**config.mk**
```make
export PLATFORM = sky130hd
export DESIGN_NAME = pooling_feeder
export DESIGN_NICKNAME = d
export VERILOG_FILES = /design/src/rtl/pooling_pkg.sv /design/src/rtl/pooling_window_buffer.sv /design/src/rtl/pooling_feeder.sv
export SDC_FILE = /design/constraint.sdc
export NUM_CORES = 1
export LEC_CHECK = 0
export CAP_MARGIN = 20
export CORE_MARGIN = 8
export CORE_UTILIZATION = 45
export DETAILED_ROUTE_END_ITERATION = 16
export SLEW_MARGIN = 20
export SYNTH_ARGS = -nofsm -noshare
export SYNTH_HDL_FRONTEND = slang
export SYNTH_SLANG_ARGS = --single-unit
```
**constraint.sdc**
```tcl
create_clock -name clk -period 3.7 [get_ports clk]
set_input_delay 1.11 -clock clk [delete_from_list [all_inputs] [get_ports clk]]
set_output_delay 1.11 -clock clk [all_outputs]
set_load 0.03 [all_outputs]
```
**src/rtl/pooling_pkg.sv**
```systemverilog
// Shared sizing and state encoding for the pooling-array input feeder.
// Latency: n/a (constants and types only).
// Backpressure: n/a.
package pooling_pkg;
    localparam int DATA_WIDTH    = 32;
    localparam int TOTAL_FEATURE = 4;
    localparam int KERNEL_SIZE   = 2;
    localparam int FEATURE_ROWS  = 6;
    localparam int FEATURE_COLS  = 6;
    localparam int FEATURE_WIDTH = 2;
    localparam int ROW_WIDTH     = 3;

    // One transaction: start, KERNEL_SIZE samples, compare slot, output wait slot.
    localparam int TXN_CYCLES = KERNEL_SIZE + 3;
    localparam int WIN_WORDS  = KERNEL_SIZE * TOTAL_FEATURE;
    localparam int WCNT_W     = $clog2(WIN_WORDS);
    localparam int PHASE_W    = $clog2(TXN_CYCLES);
    localparam int COL_W      = $clog2(FEATURE_COLS);

    typedef enum logic {
        FILL  = 1'b0,
        ISSUE = 1'b1
    } feeder_state_t;
endpackage

```
**src/rtl/pooling_window_buffer.sv**
```systemverilog
// KERNEL_SIZE x TOTAL_FEATURE window store, written in arrival order, read by (column, feature).
// Latency: write lands at the next edge; read is combinational.
// Backpressure: none; the owner sequences writes and reads.
// Ports: wr_en/wr_idx/wr_dat write port (wr_idx = column*TOTAL_FEATURE + feature),
//        rd_col/rd_feat -> rd_dat read port, clr synchronously zeroes every entry.
module pooling_window_buffer
    import pooling_pkg::*;
(
    input  logic                     clk,
    input  logic                     rst_n,
    input  logic                     clr,
    input  logic                     wr_en,
    input  logic [WCNT_W-1:0]        wr_idx,
    input  logic [DATA_WIDTH-1:0]    wr_dat,
    input  logic [PHASE_W-1:0]       rd_col,
    input  logic [FEATURE_WIDTH-1:0] rd_feat,
    output logic [DATA_WIDTH-1:0]    rd_dat
);
    logic [DATA_WIDTH-1:0] mem_q [WIN_WORDS];
    logic [DATA_WIDTH-1:0] mem_d [WIN_WORDS];
    logic [WCNT_W-1:0]     rd_idx;

    always_comb begin
        mem_d = mem_q;
        if (clr) begin
            for (int i = 0; i < WIN_WORDS; i++) begin
                mem_d[i] = '0;
            end
        end else if (wr_en) begin
            mem_d[wr_idx] = wr_dat;
        end
    end

    always_ff @(posedge clk or negedge rst_n) begin
        if (!rst_n) begin
            for (int i = 0; i < WIN_WORDS; i++) begin
                mem_q[i] <= '0;
            end
        end else begin
            mem_q <= mem_d;
        end
    end

    // Out-of-window read addresses occur in non-sample phases; the owner masks them.
    assign rd_idx = WCNT_W'(rd_col) * WCNT_W'(TOTAL_FEATURE) + WCNT_W'(rd_feat);
    assign rd_dat = mem_q[rd_idx];
endmodule

```
**src/rtl/pooling_feeder.sv**
```systemverilog
// Buffers one horizontal pooling window from the conv stream, then replays it per feature to the pooling array.
// Latency: first transaction starts the cycle after the last window word; each transaction is TXN_CYCLES long.
// Backpressure: in_ready is low for the whole replay; with POOLING_FEEDER_ACK_EN the last phase waits for pool_out_valid.
// Ports: in_valid/in_data/in_ready upstream handshake; pool_input_valid/pool_data/pool_feature_idx/pool_feature_row
//        to the array; pool_out_valid array result strobe; row_done/frame_done sequencing pulses;
//        protocol_error (POOLING_FEEDER_ACK_EN only) sticky misuse flag of pool_out_valid.
module pooling_feeder
    import pooling_pkg::*;
(
    input  logic                     clk,
    input  logic                     rst_n,
    input  logic                     in_valid,
    input  logic [DATA_WIDTH-1:0]    in_data,
    output logic                     in_ready,
    input  logic                     pool_out_valid,
    output logic                     pool_input_valid,
    output logic [DATA_WIDTH-1:0]    pool_data,
    output logic [FEATURE_WIDTH-1:0] pool_feature_idx,
    output logic [ROW_WIDTH-1:0]     pool_feature_row,
`ifdef POOLING_FEEDER_ACK_EN
    output logic                     protocol_error,
`endif
    output logic                     row_done,
    output logic                     frame_done
);
    localparam logic [WCNT_W-1:0]        WCNT_LAST  = WCNT_W'(WIN_WORDS - 1);
    localparam logic [PHASE_W-1:0]       PHASE_LAST = PHASE_W'(TXN_CYCLES - 1);
    localparam logic [PHASE_W-1:0]       PHASE_KS   = PHASE_W'(KERNEL_SIZE);
    localparam logic [FEATURE_WIDTH-1:0] FEAT_LAST  = FEATURE_WIDTH'(TOTAL_FEATURE - 1);
    localparam logic [ROW_WIDTH-1:0]     ROW_LAST   = ROW_WIDTH'(FEATURE_ROWS - 1);
    localparam logic [COL_W-1:0]         COL_LAST   = COL_W'(FEATURE_COLS - KERNEL_SIZE);

    feeder_state_t              state_q, state_d;
    logic [WCNT_W-1:0]          word_cnt_q, word_cnt_d;
    logic [PHASE_W-1:0]         phase_q, phase_d;
    logic [FEATURE_WIDTH-1:0]   feat_q, feat_d;
    logic [ROW_WIDTH-1:0]       row_q, row_d;
    logic [COL_W-1:0]           col_q, col_d;
    logic                       in_ready_q, in_ready_d;
    logic                       row_done_q, row_done_d;
    logic                       frame_done_q, frame_done_d;

    logic                       buf_wr, buf_clr;
    logic [DATA_WIDTH-1:0]      buf_rd_dat;
    logic                       is_issue, last_phase, ack_ok;

    assign is_issue   = (state_q == ISSUE);
    assign last_phase = (phase_q == PHASE_LAST);

`ifdef POOLING_FEEDER_ACK_EN
    logic protocol_error_q, protocol_error_d;
    assign ack_ok = pool_out_valid;
    // A result strobe is legal only in the output wait slot of a transaction.
    assign protocol_error_d = protocol_error_q | (pool_out_valid & ~(is_issue & last_phase));
    assign protocol_error   = protocol_error_q;
`else
    logic unused_pool_out_valid;
    assign unused_pool_out_valid = pool_out_valid;
    assign ack_ok = 1'b1;
`endif

    always_comb begin
        state_d      = state_q;
        word_cnt_d   = word_cnt_q;
        phase_d      = phase_q;
        feat_d       = feat_q;
        row_d        = row_q;
        col_d        = col_q;
        row_done_d   = 1'b0;
        frame_done_d = 1'b0;
        buf_wr       = 1'b0;
        buf_clr      = 1'b0;
        case (state_q)
            FILL: begin
                if (in_valid && in_ready_q) begin
                    buf_wr = 1'b1;
                    if (word_cnt_q == WCNT_LAST) begin
                        word_cnt_d = '0;
                        state_d    = ISSUE;
                        phase_d    = '0;
                        feat_d     = '0;
                    end else begin
                        word_cnt_d = word_cnt_q + WCNT_W'(1);
                    end
                end
            end
            ISSUE: begin
                if (!last_phase) begin
                    phase_d = phase_q + PHASE_W'(1);
                end else if (ack_ok) begin
                    phase_d = '0;
                    if (feat_q == FEAT_LAST) begin
                        // Window fully replayed: step to the next window position.
                        feat_d  = '0;
                        state_d = FILL;
                        buf_clr = 1'b1;
                        if (col_q == COL_LAST) begin
                            col_d      = '0;
                            row_done_d = 1'b1;
                            if (row_q == ROW_LAST) begin
                                row_d        = '0;
                                frame_done_d = 1'b1;
                            end else begin
                                row_d = row_q + ROW_WIDTH'(1);
                            end
                        end else begin
                            col_d = col_q + COL_W'(KERNEL_SIZE);
                        end
                    end else begin
                        feat_d = feat_q + FEATURE_WIDTH'(1);
                    end
                end
            end
            default: state_d = FILL;
        endcase
        in_ready_d = (state_d == FILL);
    end

    always_ff @(posedge clk or negedge rst_n) begin
        if (!rst_n) begin
            state_q      <= FILL;
            word_cnt_q   <= '0;
            phase_q      <= '0;
            feat_q       <= '0;
            row_q        <= '0;
            col_q        <= '0;
            in_ready_q   <= 1'b0;
            row_done_q   <= 1'b0;
            frame_done_q <= 1'b0;
`ifdef POOLING_FEEDER_ACK_EN
            protocol_error_q <= 1'b0;
`endif
        end else begin
            state_q      <= state_d;
            word_cnt_q   <= word_cnt_d;
            phase_q      <= phase_d;
            feat_q       <= feat_d;
            row_q        <= row_d;
            col_q        <= col_d;
            in_ready_q   <= in_ready_d;
            row_done_q   <= row_done_d;
            frame_done_q <= frame_done_d;
`ifdef POOLING_FEEDER_ACK_EN
            protocol_error_q <= protocol_error_d;
`endif
        end
    end

    pooling_window_buffer u_buf (
        .clk     (clk),
        .rst_n   (rst_n),
        .clr     (buf_clr),
        .wr_en   (buf_wr),
        .wr_idx  (word_cnt_q),
        .wr_dat  (in_data),
        .rd_col  (phase_q - PHASE_W'(1)),
        .rd_feat (feat_q),
        .rd_dat  (buf_rd_dat)
    );

    assign in_ready         = in_ready_q;
    assign pool_input_valid = is_issue && (phase_q == '0);
    assign pool_data        = (is_issue && (phase_q != '0) && (phase_q <= PHASE_KS)) ? buf_rd_dat : '0;
    assign pool_feature_idx = is_issue ? feat_q : '0;
    assign pool_feature_row = is_issue ? row_q : '0;
    assign row_done         = row_done_q;
    assign frame_done       = frame_done_q;
endmodule

```
Yosys cells after proc, flatten, opt, wreduce, memory -nomap -nowiden
Index checks and enable logic that the tools add are counted.
{"block": "totals", "ff_bits": 274, "input_bits": 36, "out_inout_bits": 41, "wordCells": 95}
{"block": "classes", "n_addsub": 7, "n_lt_le_gt_ge": 4, "n_eq_ne": 8, "mux": 42, "bitwise": 4, "reduce_logical": 13}
{"operator": "two-way mux 256 bit", "count": 2}
{"operator": "bitwise mux 256 bit", "count": 1}
{"operator": "two-way mux 32 bit", "count": 4}
{"operator": "binary-select mux 32 bit (select 3 bit)", "count": 1}
{"operator": "demux 32 bit (select 3 bit)", "count": 1}
{"operator": "two-way mux 3 bit", "count": 7}
{"operator": "two-way mux 1 bit", "count": 18}
{"operator": "== test 3 bit, second input constant", "count": 4}
{"operator": "two-way mux 2 bit", "count": 5}
{"operator": "adder 3 x 1 -> 3 bit, second input constant", "count": 3}
{"operator": ">= comparator 4 bit, second input constant", "count": 2}
{"operator": "NOT 3 -> 4 bit", "count": 2}
{"operator": "one-hot mux 3 bit (2 select lines)", "count": 1}
{"operator": "AND reduction 3 bit", "count": 2}
{"operator": "logical AND 1 bit", "count": 5}
{"operator": "less-than comparator 4 x 1 -> 1 bit, second input constant", "count": 1}
{"operator": "inequality test 2 bit, second input constant", "count": 2}
{"operator": "one-hot mux 2 bit (2 select lines)", "count": 1}
{"operator": "AND reduction 2 bit", "count": 2}
{"operator": "AND reduction 4 bit", "count": 1}
{"operator": "adder 3 x 2 -> 3 bit", "count": 1}
{"operator": "adder 3 x 2 -> 3 bit, second input constant", "count": 1}
{"operator": "<= comparator 3 x 2 -> 1 bit, second input constant", "count": 1}
{"operator": "zero test 3 bit", "count": 1}
{"operator": "other kinds (8)", "count": 9}

Depth between registers and ports, before layout
Gate-level depths: netlist (run 1).
{"block": "depth", "word_depth": 8, "depth_mapped": 7, "depth_no_buf": 5}

By module
From an unflattened synthesis (run 1), not the netlist that was laid out.
{"block": "unflattened", "cells_unflattened": 1397, "area_unflattened_um2": 13623.1}
{"module": "pooling_window_buffer", "instances": 1, "cells_each": 1277, "area_each_um2": 12492.0, "seq_area_each_um2": 6406.1}
{"module": "pooling_feeder", "instances": 1, "cells_each": 120, "area_each_um2": 1131.1, "seq_area_each_um2": 425.4}

Worst setup path after synthesis (run 1)
No wires, ideal clock.
{"block": "synth_path", "path_kind": "register -> output", "startpoint": "register phase_q[0]", "endpoint": "output pool_data[10]", "arrival_ns": 1.744, "required_time_ns": 2.590, "slack_ns": 0.846, "path_stages_with_launch": 6, "path_buffers": 1, "cell_sequence": "dfrtp_1 > inv_1 > ha_1 > nor4_4 > buf_2 > a22o_1"}
{"block": "synth_between", "elab_chain_cells": 7, "word_cells_on_any_way": 11, "classes_between": "add/sub: 2; order compare: 1; mux: 4; bitwise: 1; reduce/logical: 3"}
{"item": "start, declared", "line_no": "pooling_feeder.sv:35", "source": "logic [PHASE_W-1:0] phase_q, phase_d;"}
{"item": "start signal, assigned", "line_no": "pooling_feeder.sv:136", "source": "phase_q <= phase_d;"}
{"item": "subtractor 1 bit", "line_no": "pooling_feeder.sv:156", "source": ".rd_col (phase_q - PHASE_W'(1)),"}
{"item": "adder 3 x 2 -> 3 bit", "line_no": "pooling_window_buffer.sv:45", "source": "assign rd_idx = WCNT_W'(rd_col) * WCNT_W'(TOTAL_FEATURE) + WCNT_W'(rd_feat);"}
{"item": "NOT 3 -> 4 bit (not written as such)", "line_no": "pooling_window_buffer.sv:46", "source": "assign rd_dat = mem_q[rd_idx];"}
{"item": "binary-select mux 32 bit (select 3 bit)", "line_no": "pooling_window_buffer.sv:46"}
{"item": "two-way mux 32 bit (not written as such) (2 in series)", "line_no": "pooling_window_buffer.sv:46"}
{"item": "two-way mux 32 bit (*)", "line_no": "pooling_feeder.sv:163", "source": "assign pool_data = (is_issue && (phase_q != '0) && (phase_q <= PHASE_KS)) ? buf_rd_dat : '0;"}
{"item": "end, declared", "line_no": "pooling_feeder.sv:17", "source": "output logic [DATA_WIDTH-1:0] pool_data,"}
Mark *: on every way between the ends. The rest lies on a longest branch, timed or not. The select of a mux whose other input is x is not followed.

Final worst setup path (run 1)
{"block": "layout_path", "startpoint": "register phase_q[1]", "endpoint": "output pool_data[25]"}
{"block": "layout_between", "elab_chain_cells": 4, "word_cells_on_any_way": 5, "classes_between": "order compare: 1; mux: 1; reduce/logical: 3"}
{"item": "parallel branches: the longest is 2 deep, another holds <= comparator 3 x 2 -> 1 bit"}
{"item": "logical AND 1 bit (*)", "line_no": "pooling_feeder.sv:163"}
{"item": "two-way mux 32 bit (*)", "line_no": "pooling_feeder.sv:163"}
Mark *: on every way between the ends.

==> results.json, run 1 <==
{
  "skew_ns": 0.0171,
  "die_h_um": 189,
  "syn-cell-area_sq_mm": 0.0135,
  "finalHoldViolCount": 0,
  "maxCapViolCount": 0,
  "gr-total-overflow": 0,
  "switching_power_uw": 4890,
  "cts_buffers": 31,
  "post-route-period-util_pct": 96.5,
  "synth-adder-area-share_pct": 0.836,
  "path_clk_slew_ns": 0.06,
  "syn_nets": 1426,
  "p_comb_share_pct": 37.3,
  "cp-endpoint": "pool_data[25]",
  "cts_sinks": 273,
  "clock_power_share_pct": 23.3,
  "rrSetupSlack_ns": 0.75,
  "grt_max_degree": 82,
  "vias": 11000,
  "ys_seq_elements": 273,
  "avgRoutedWirePerCell_um": 22.5,
  "route.met2.wl_um": 18800,
  "row_count": 63,
  "swShare_pct": 36.9,
  "place_ws_ns": 0.254,
  "top_layer_used": "met5",
  "ant_nets": 0,
  "clock_path_buffers": 3,
  "grt_usage_pct": 22.4,
  "yosys.area_share.simple_pct": 19.1,
  "insertion_delay_ns": 0.56,
  "crit_start": "phase_q[1]$_DFFE_PN0P_",
  "setup_viol": 0,
  "worstPathRequired_ns": 2.59,
  "first_iter_violations": 1031,
  "synth-warning-count": 0,
  "cts_tree": "built",
  "antenna_found_initial": 1,
  "yosysSeqAreaShare_pct": 50.7,
  "synth_top_family_by_area": "simple AND/OR/NAND/NOR gates",
  "chipWidth_um": 189,
  "synth.avg_cell_area_sq_um": 9.75,
  "power.leakage_uw": 0.00670,
  "cts_root_buf": "clkbuf_16",
  "synth_top_area_share_pct": 50.7,
  "start_util_pct": 45.6,
  "areaGrowthSynthToFinish_pct": 16.5,
  "hold_path_class": "reg -> reg",
  "wl_met1_um": 18000,
  "synth.distinct_cells": 34,
  "fin_nets": 1430,
  "intPower_uw": 8350,
  "grt_pass1_vias": 11100,
  "sequentialPowerShare_pct": 39.4,
  "worstRegToRegCells": 6,
  "period_needed_ns": 3.57,
  "path_class": "reg -> out",
  "io_buffers": 75,
  "finalWirelength_um": 40400,
  "coreArea_sq_mm": 0.0296,
  "cp_max_fo": 16,
  "final_max_slew_viol_count": 0,
  "drt_pass1_iterations": 5,
  "yosysTopAreaCell": "dfrtp_1",
  "drive_gt1_share_pct": 15.3,
  "drc": 0,
  "final_common_cell": "dfrtp_1",
  "io-pin-count": 77,
  "dp_hpwl_um": 22600,
  "dieArea_sq_mm": 0.0357,
  "rsz0062_at_grt": "no",
  "setup_tns_ns": 0,
  "synthXorXnorAreaFrac_pct": 0.0650,
  "crit_path_end_kind": "primary output",
  "wl_met3_um": 2630,
  "power.density_mw_per_mm2": 844,
  "holdBufCountCts": 0,
  "synthTopCellsByArea": "dfrtp_1 (51%), mux4_2 (11%), o21ai_0 (8.9%)",
  "status": "finished clean",
  "max_freq_mhz": 280,
  "grt_pass1_wl_um": 64500,
  "final_cell_mix": "dfrtp_1 (271), nand2_1 (264), o21ai_0 (239)",
  "peakVddDrop_uv": 544,
  "r2r_start": "feat_q[1]$_DFFE_PN0P_",
  "crit_arrival_ns": 2.46,
  "cp-start-kind": "register",
  "layout_setup_ws_ns": 0.130,
  "diodes": 0,
  "r2r-end": "u_buf.mem_q[7]$_DFFE_PN0P_",
  "synth_compound_area_share_pct": 12.1,
  "avgViaCountPerCell": 6.09,
  "max_slew_margin_pct": 31.5,
  "worst_slew_pin_slew_ns": 1.02,
  "place.gp.congestion": 0.752,
  "power_uw": 13200,
  "h-tree-depth": 1,
  "synth_cells": 1381,
  "synth.area.mux_share_pct": 11.2
}
-- repair_timing --
item,in CTS,in global routing
pin swaps,2,0
setup buffers,4,2
endpoints found under the setup margin,32,7
cloned,0,0
resized for setup,26,1
-- power by group through the flow --
stage	Clock, uW	Combinational (uW)	Sequential, uW
after floorplan	0	3500	4990
after global placement	0	4760	5230
after detailed placement	0	4880	5270
after CTS	3140	4910	5210
after global routing	3260	5420	5370
final	3080	4940	5220
-- sequential cells by signal (all words and copies together), names as in the netlist --
signal and cells:
u_buf.mem_q 256, phase_q 3, row_q 3, word_cnt_q 3
col_q 2, feat_q 2, frame_done 1, in_ready 1
is_issue 1, row_done 1
-- layout make-up --
type | instances | area (sq um)
clock inverters | 10 | 87.6
clock buffers | 47 | 946
inverters | 7 | 26.3
flip-flops and latches | 273 | 6840
well taps | 390 | 488
fillers | 2658 | 13900
multi-input cells | 935 | 5880
repair buffers | 137 | 1420
-- logic make-up after synthesis --
kind of cell,Yosys count
buffers and inverters,173
adder cells (fa/ha/maj),9
AO/OA/AOI/OAI,298
flip-flops,273
XOR/XNOR,1
AND/OR/NAND/NOR,557
multiplexers,70
-- worst max-delay path: stages, from the launching register on --
cell and delay [ns]:
dfrtp_1 0.41, inv_1 0.06, ha_2 0.24, nor4_4 0.36
buf_4 0.20, buf_6 0.22, a22o_1 0.22, buf_4 0.18
-- worst min-delay path by stage --
| stage | start | end | slack (ns) | cells past startpoint |
|---|---|---|---|---|
| floorplan | row_q[1]$_DFFE_PN0P_ | frame_done$_DFF_PN0_ | 0.45 | 1 |
| global placement | row_q[1]$_DFFE_PN0P_ | frame_done$_DFF_PN0_ | 0.49 | 1 |
| detailed placement | u_buf.mem_q[21]$_DFFE_PN0P_ | u_buf.mem_q[21]$_DFFE_PN0P_ | 0.51 | 2 |
| CTS | row_q[1]$_DFFE_PN0P_ | frame_done$_DFF_PN0_ | 0.51 | 1 |
| global route | u_buf.mem_q[76]$_DFFE_PN0P_ | u_buf.mem_q[76]$_DFFE_PN0P_ | 0.54 | 2 |
| finish | u_buf.mem_q[21]$_DFFE_PN0P_ | u_buf.mem_q[21]$_DFFE_PN0P_ | 0.51 | 2 |
-- metal layers --
metal / vias up / GRT usage [%]
li1: 4870 / -
met1: 5603 / 31.7
met2: 402 / 35.4
met3: 73 / 3.73
met4: 2 / 6.07
met5: - / 0
-- cell usage after synthesis --
| library cell | number |
|---|---|
| dfrtp_1 | 273 |
| nand2_1 | 264 |
| o21ai_0 | 239 |
| nand3_1 | 227 |
| clkbuf_1 | 67 |
| buf_2 | 66 |
| mux4_2 | 64 |
| a22o_1 | 36 |
| nand4_1 | 31 |
| buf_1 | 25 |
| o21ai_1 | 21 |
| and2_1 | 14 |
| ha_1 | 9 |
| inv_1 | 7 |
| mux2_2 | 5 |
| nor2_1 | 4 |
| nor2b_1 | 4 |
| buf_12 | 3 |
| buf_4 | 3 |
| nand2b_1 | 3 |
| nor3_1 | 2 |
| nor4_4 | 2 |
| a21o_1 | 1 |
| a31oi_1 | 1 |
| and4_1 | 1 |
| and4b_1 | 1 |
| and4bb_2 | 1 |
| buf_6 | 1 |
| clkbuf_2 | 1 |
| mux2i_1 | 1 |
| nand3b_1 | 1 |
| nor3b_2 | 1 |
| or2_2 | 1 |
| xnor2_1 | 1 |
-- per-stage QoR --
step	hold WS [ns]	area, sq um	instances	utilization [%]
2_1_floorplan	0.454	13500	1381	-
3_3_place_gp	0.490	14600	1736	49.3
6_report	0.513	15700	1799	53.1
3_5_place_dp	0.506	14600	1736	49.3
5_1_grt	0.536	15700	1799	53.1
4_1_cts	0.512	15700	1797	52.9
No activity file was read; power rests on OpenSTA's default activity.
==> inputs of run 2 (changes only) <==
- PLACE_DENSITY_LB_ADDON: not set -> 0.1
==> results.json, run 2 (synthesis results as in run 1) <==
{
  "worstRegToRegCells": 6,
  "whs_path_depth": 1,
  "max_slew_margin_pct": 46.8,
  "cts_sinks": 273,
  "antenna_found_initial": 0,
  "grt_use_met1_pct": 31.2,
  "multi_input_area_sq_mm": 0.00590,
  "dieArea_sq_mm": 0.0357,
  "holdPathEnd": "frame_done$_DFF_PN0_",
  "post-route-period-util_pct": 97.9,
  "final_common_cell": "dfrtp_1",
  "largest_reg_flops": 256,
  "max_freq_mhz": 276,
  "r2r_start": "feat_q[1]$_DFFE_PN0P_",
  "clock_path_buffers": 3,
  "grt_max_degree": 153,
  "drc": 0,
  "maxCapViolCount": 0,
  "top_register": "u_buf.mem_q",
  "n_fill_cell": 2689,
  "grt_pass1_wl_um": 64000,
  "peakVddDrop_uv": 392,
  "final_cell_mix": "dfrtp_1 (271), nand2_1 (264), o21ai_0 (239)",
  "start_util_pct": 45.6,
  "cts_root_buf": "clkbuf_16",
  "r2r-end": "u_buf.mem_q[173]$_DFFE_PN0P_",
  "io_buffers": 75,
  "setup_tns_ns": 0,
  "met3_usage_pct": 4.18,
  "finalWirelength_um": 40400,
  "row_count": 63,
  "busiest_layer": "met2",
  "insertion_delay_ns": 0.56,
  "place_ws_ns": 0.214,
  "finalHoldViolCount": 0,
  "gr-total-overflow": 0,
  "path_clk_slew_ns": 0.06,
  "power.leakage_uw": 0.00665,
  "h-tree-depth": 1,
  "worstPathRequired_ns": 2.59,
  "crit_arrival_ns": 2.51,
  "period_needed_ns": 3.62,
  "dp_hpwl_um": 22600,
  "diodes": 0,
  "grt_pass1_vias": 10900,
  "drive_gt1_share_pct": 15.3,
  "dpl_cell_area_sq_mm": 0.0145,
  "status": "finished clean",
  "min_from": "row_q[1]$_DFFE_PN0P_",
  "chipWidth_um": 189,
  "rrSetupSlack_ns": 1.29,
  "area.sequential_sq_mm": 0.00684,
  "cts_buffers": 31,
  "grt_usage_pct": 22.3,
  "cp_max_fo": 22,
  "fin_nets": 1435,
  "cp-start-kind": "register",
  "path_class": "reg -> out",
  "layout_setup_ws_ns": 0.0771,
  "ant_nets": 0,
  "power.density_mw_per_mm2": 842,
  "avgViaCountPerCell": 6.01,
  "io-pin-count": 77,
  "grt_use_met2_pct": 35.2,
  "worst_slew_pin_slew_ns": 0.798,
  "coreArea_sq_mm": 0.0296,
  "cts_tree": "built",
  "setup_viol": 0,
  "final_max_slew_viol_count": 0,
  "skew_ns": 0.0215,
  "first_iter_violations": 987,
  "drt_pass1_iterations": 5,
  "avgRoutedWirePerCell_um": 22.4,
  "vias": 10800,
  "crit_path_end_kind": "primary output",
  "die_h_um": 189,
  "place.gp.congestion": 0.761,
  "areaGrowthSynthToFinish_pct": 15.4,
  "holdBufCountCts": 0,
  "final_area_sq_mm": 0.0155,
  "hold_path_class": "reg -> reg"
}
run 2: worst max-delay path by stage:
stage | startpoint | end | slack [ns] | cells past startpoint
after floorplan | phase_q[0]$_DFFE_PN0P_ | pool_data[10] | 0.85 | 5
after global placement | phase_q[1]$_DFFE_PN0P_ | pool_data[18] | 0.21 | 6
after detailed placement | feat_q[0]$_DFFE_PN0P_ | pool_data[18] | 0.21 | 4
after CTS | phase_q[1]$_DFFE_PN0P_ | pool_data[25] | 0.01 | 8
after global routing | feat_q[0]$_DFFE_PN0P_ | pool_data[25] | -0.006 | 4
final | feat_q[0]$_DFFE_PN0P_ | pool_data[25] | 0.08 | 4
run 2: area by class of cell:
cell class                 instances  share of cell area (%)
tap                              390                    3.14
multi-input combinational        935                    37.9
sequential                       273                    44.0
timing repair buffer             142                    8.67
clock inverter                     7                   0.266
inverter                           7                   0.169
clock buffer                      47                    5.83
run 2: repair_timing:
action,in CTS,in global routing
resized for setup,25,6
setup endpoints to repair,33,18
endpoints found under the hold margin,0,0
pin swaps,1,1
setup buffers,5,8
run 2: through the flow:
step | instances | total power, uW | util, % | hold slack (ns)
floorplan | 1381 | 8490 | - | 0.454
global placement | 1734 | 9970 | 48.9 | 0.493
detailed placement | 1734 | 10100 | 48.9 | 0.498
CTS | 1793 | 13000 | 52.3 | 0.506
global route | 1801 | 13900 | 52.6 | 0.536
finish | 1801 | 13100 | 52.6 | 0.500
run 2: metal layers:
layer  wire length, um  share of wire [%]
met1             18000                 45
met2             18900                 47
met3              2600                6.4
met4               911                2.3
met5                 0                  0
run 2: critical path, cell delays in order (launching register included):
cell,delay [ns]
dfrtp_4,0.55
buf_6,0.36
mux4_2,0.58
a22o_4,0.29
buf_4,0.17
run 2: power by group:
group / switching (uW) / leakage (uW) / internal [uW] / total, uW
clock network: 1230 / 0.000467 / 1670 / 2900
logic: 2810 / 0.00297 / 2110 / 4930
registers: 832 / 0.00321 / 4430 / 5260
==> inputs of run 3 (changes only) <==
- PLACE_DENSITY: not set -> 0.62
- PLACE_DENSITY_LB_ADDON: 0.1 -> not set
- clock period: 3.7 -> 4.68 ns (I/O delays scaled with it)
==> results.json, run 3 (synthesis results as in run 1) <==
{
  "largest_reg_flops": 256,
  "dp_hpwl_um": 21800,
  "rsz0062_at_grt": "no",
  "gr-total-overflow": 0,
  "status": "finished clean",
  "r2r-end": "u_buf.mem_q[207]$_DFFE_PN0P_",
  "cts_tree": "built",
  "cp-start-kind": "register",
  "grt_max_degree": 139,
  "chipWidth_um": 189,
  "post-route-period-util_pct": 96.6,
  "n_fill_cell": 2702,
  "crit_start": "feat_q[0]$_DFFE_PN0P_",
  "worst_slew_pin_slew_ns": 1.05,
  "grt_pass1_vias": 10900,
  "diodes": 0,
  "io-pin-count": 77,
  "post_cts_buffers": 0,
  "setup_viol": 0,
  "vias": 10800,
  "cp-endpoint": "pool_data[2]",
  "die_h_um": 189,
  "peakVddDrop_uv": 351,
  "r2r_start": "feat_q[0]$_DFFE_PN0P_",
  "power.leakage_uw": 0.00641,
  "cts_buffers": 30,
  "h-tree-depth": 1,
  "cp_max_fo": 31,
  "crit_arrival_ns": 3.12,
  "coreArea_sq_mm": 0.0296,
  "finalHoldViolCount": 0,
  "skew_ns": 0.0103,
  "worstRegToRegCells": 6,
  "crit_path_end_kind": "primary output",
  "power.density_mw_per_mm2": 669,
  "ant_nets": 0,
  "avgRoutedWirePerCell_um": 21.6,
  "ctsResizeCount": 0,
  "io_buffers": 75,
  "hold_path_class": "reg -> reg",
  "rrSetupSlack_ns": 1.43,
  "grt_usage_pct": 21.3,
  "top_register": "u_buf.mem_q",
  "antenna_found_initial": 0,
  "setup_tns_ns": 0,
  "finalWirelength_um": 38300,
  "worstPathRequired_ns": 3.28,
  "whs_ns": 0.512,
  "fin_nets": 1406,
  "drt_pass1_iterations": 5,
  "max_slew_margin_pct": 29.7,
  "clock_path_buffers": 3,
  "dieArea_sq_mm": 0.0357,
  "drc": 0,
  "final_cell_mix": "dfrtp_1 (271), nand2_1 (264), o21ai_0 (239)",
  "period_needed_ns": 4.52,
  "path_class": "reg -> out",
  "row_count": 63,
  "final_common_cell": "dfrtp_1",
  "grt_pass1_wl_um": 62000,
  "final_max_slew_viol_count": 0,
  "holdBufCountCts": 0,
  "power_uw": 10300,
  "cts_sinks": 273,
  "drive_gt1_share_pct": 12.1,
  "avgViaCountPerCell": 6.08,
  "insertion_delay_ns": 0.55,
  "place.gp.congestion": 0.749,
  "max_freq_mhz": 221,
  "areaGrowthSynthToFinish_pct": 13.8,
  "first_iter_violations": 1129,
  "maxCapViolCount": 0,
  "cts_root_buf": "clkbuf_16",
  "start_util_pct": 45.6,
  "path_clk_slew_ns": 0.06
}
## run 3: cell count changes in the layout (fill, tap and decap cells not counted), sizes merged, moves of 3 or more
| cell | delta |
|---|---|
| clkinv | +3 |
| clkdlybuf4s50 | +32 |
| clkdlybuf4s15 | -3 |
| clkbuf | -3 |
| dlygate4sd2 | -13 |
| buf | -44 |
## run 3: worst min-delay path by stage
stage / endpoint / depth (start not counted) / start / slack, ns
floorplan: frame_done$_DFF_PN0_ / 1 / row_q[1]$_DFFE_PN0P_ / 0.45
global placement: frame_done$_DFF_PN0_ / 1 / row_q[1]$_DFFE_PN0P_ / 0.49
detailed placement: u_buf.mem_q[76]$_DFFE_PN0P_ / 2 / u_buf.mem_q[76]$_DFFE_PN0P_ / 0.51
CTS: u_buf.mem_q[76]$_DFFE_PN0P_ / 2 / u_buf.mem_q[76]$_DFFE_PN0P_ / 0.52
global route: u_buf.mem_q[76]$_DFFE_PN0P_ / 2 / u_buf.mem_q[76]$_DFFE_PN0P_ / 0.53
finish: frame_done$_DFF_PN0_ / 1 / row_q[1]$_DFFE_PN0P_ / 0.51
## run 3: where the power goes
part	leakage [uW]	switching, uW	total, uW	internal (uW)
registers	0.00321	709	4210	3500
clock network	0.000493	957	2370	1410
logic	0.00271	2090	3680	1590
total	0.00641	3750	10300	6500
## run 3: layout make-up
class | instances | area [sq um] | share of cell area, %
Multi-Input combinational cell | 935 | 5870 | 38.3
Clock inverter | 10 | 100 | 0.653
Tap cell | 390 | 488 | 3.18
Timing Repair Buffer | 114 | 1120 | 7.33
Inverter | 7 | 26.3 | 0.171
Clock buffer | 44 | 885 | 5.77
Sequential cell | 273 | 6840 | 44.6
## run 3: stage by stage
stage	setup WS (ns)	utilization, %	cells	cell area (sq um)
after CTS	0.0990	51.9	1773	15300
after floorplan	1.53	-	1381	13500
after detailed placement	0.688	48.5	1719	14300
after global routing	0.0160	51.9	1773	15300
after global placement	0.695	48.5	1719	14300
final	0.159	51.9	1773	15300
## run 3: routing by layer
metal	track usage, %	part of all wire, %	up-vias
met5	0	0	-
met4	4.72	2.0	0
met3	3.33	6.7	49
met2	34.0	47	401
met1	30.4	45	5496
li1	-	-	4837
## run 3: critical path, cell delays in order, from the launching register on
cell             delay, ns
dfrtp_4               0.76
buf_12                0.34
mux4_2                0.53
a22o_1                0.28
clkdlybuf4s50_1       0.63
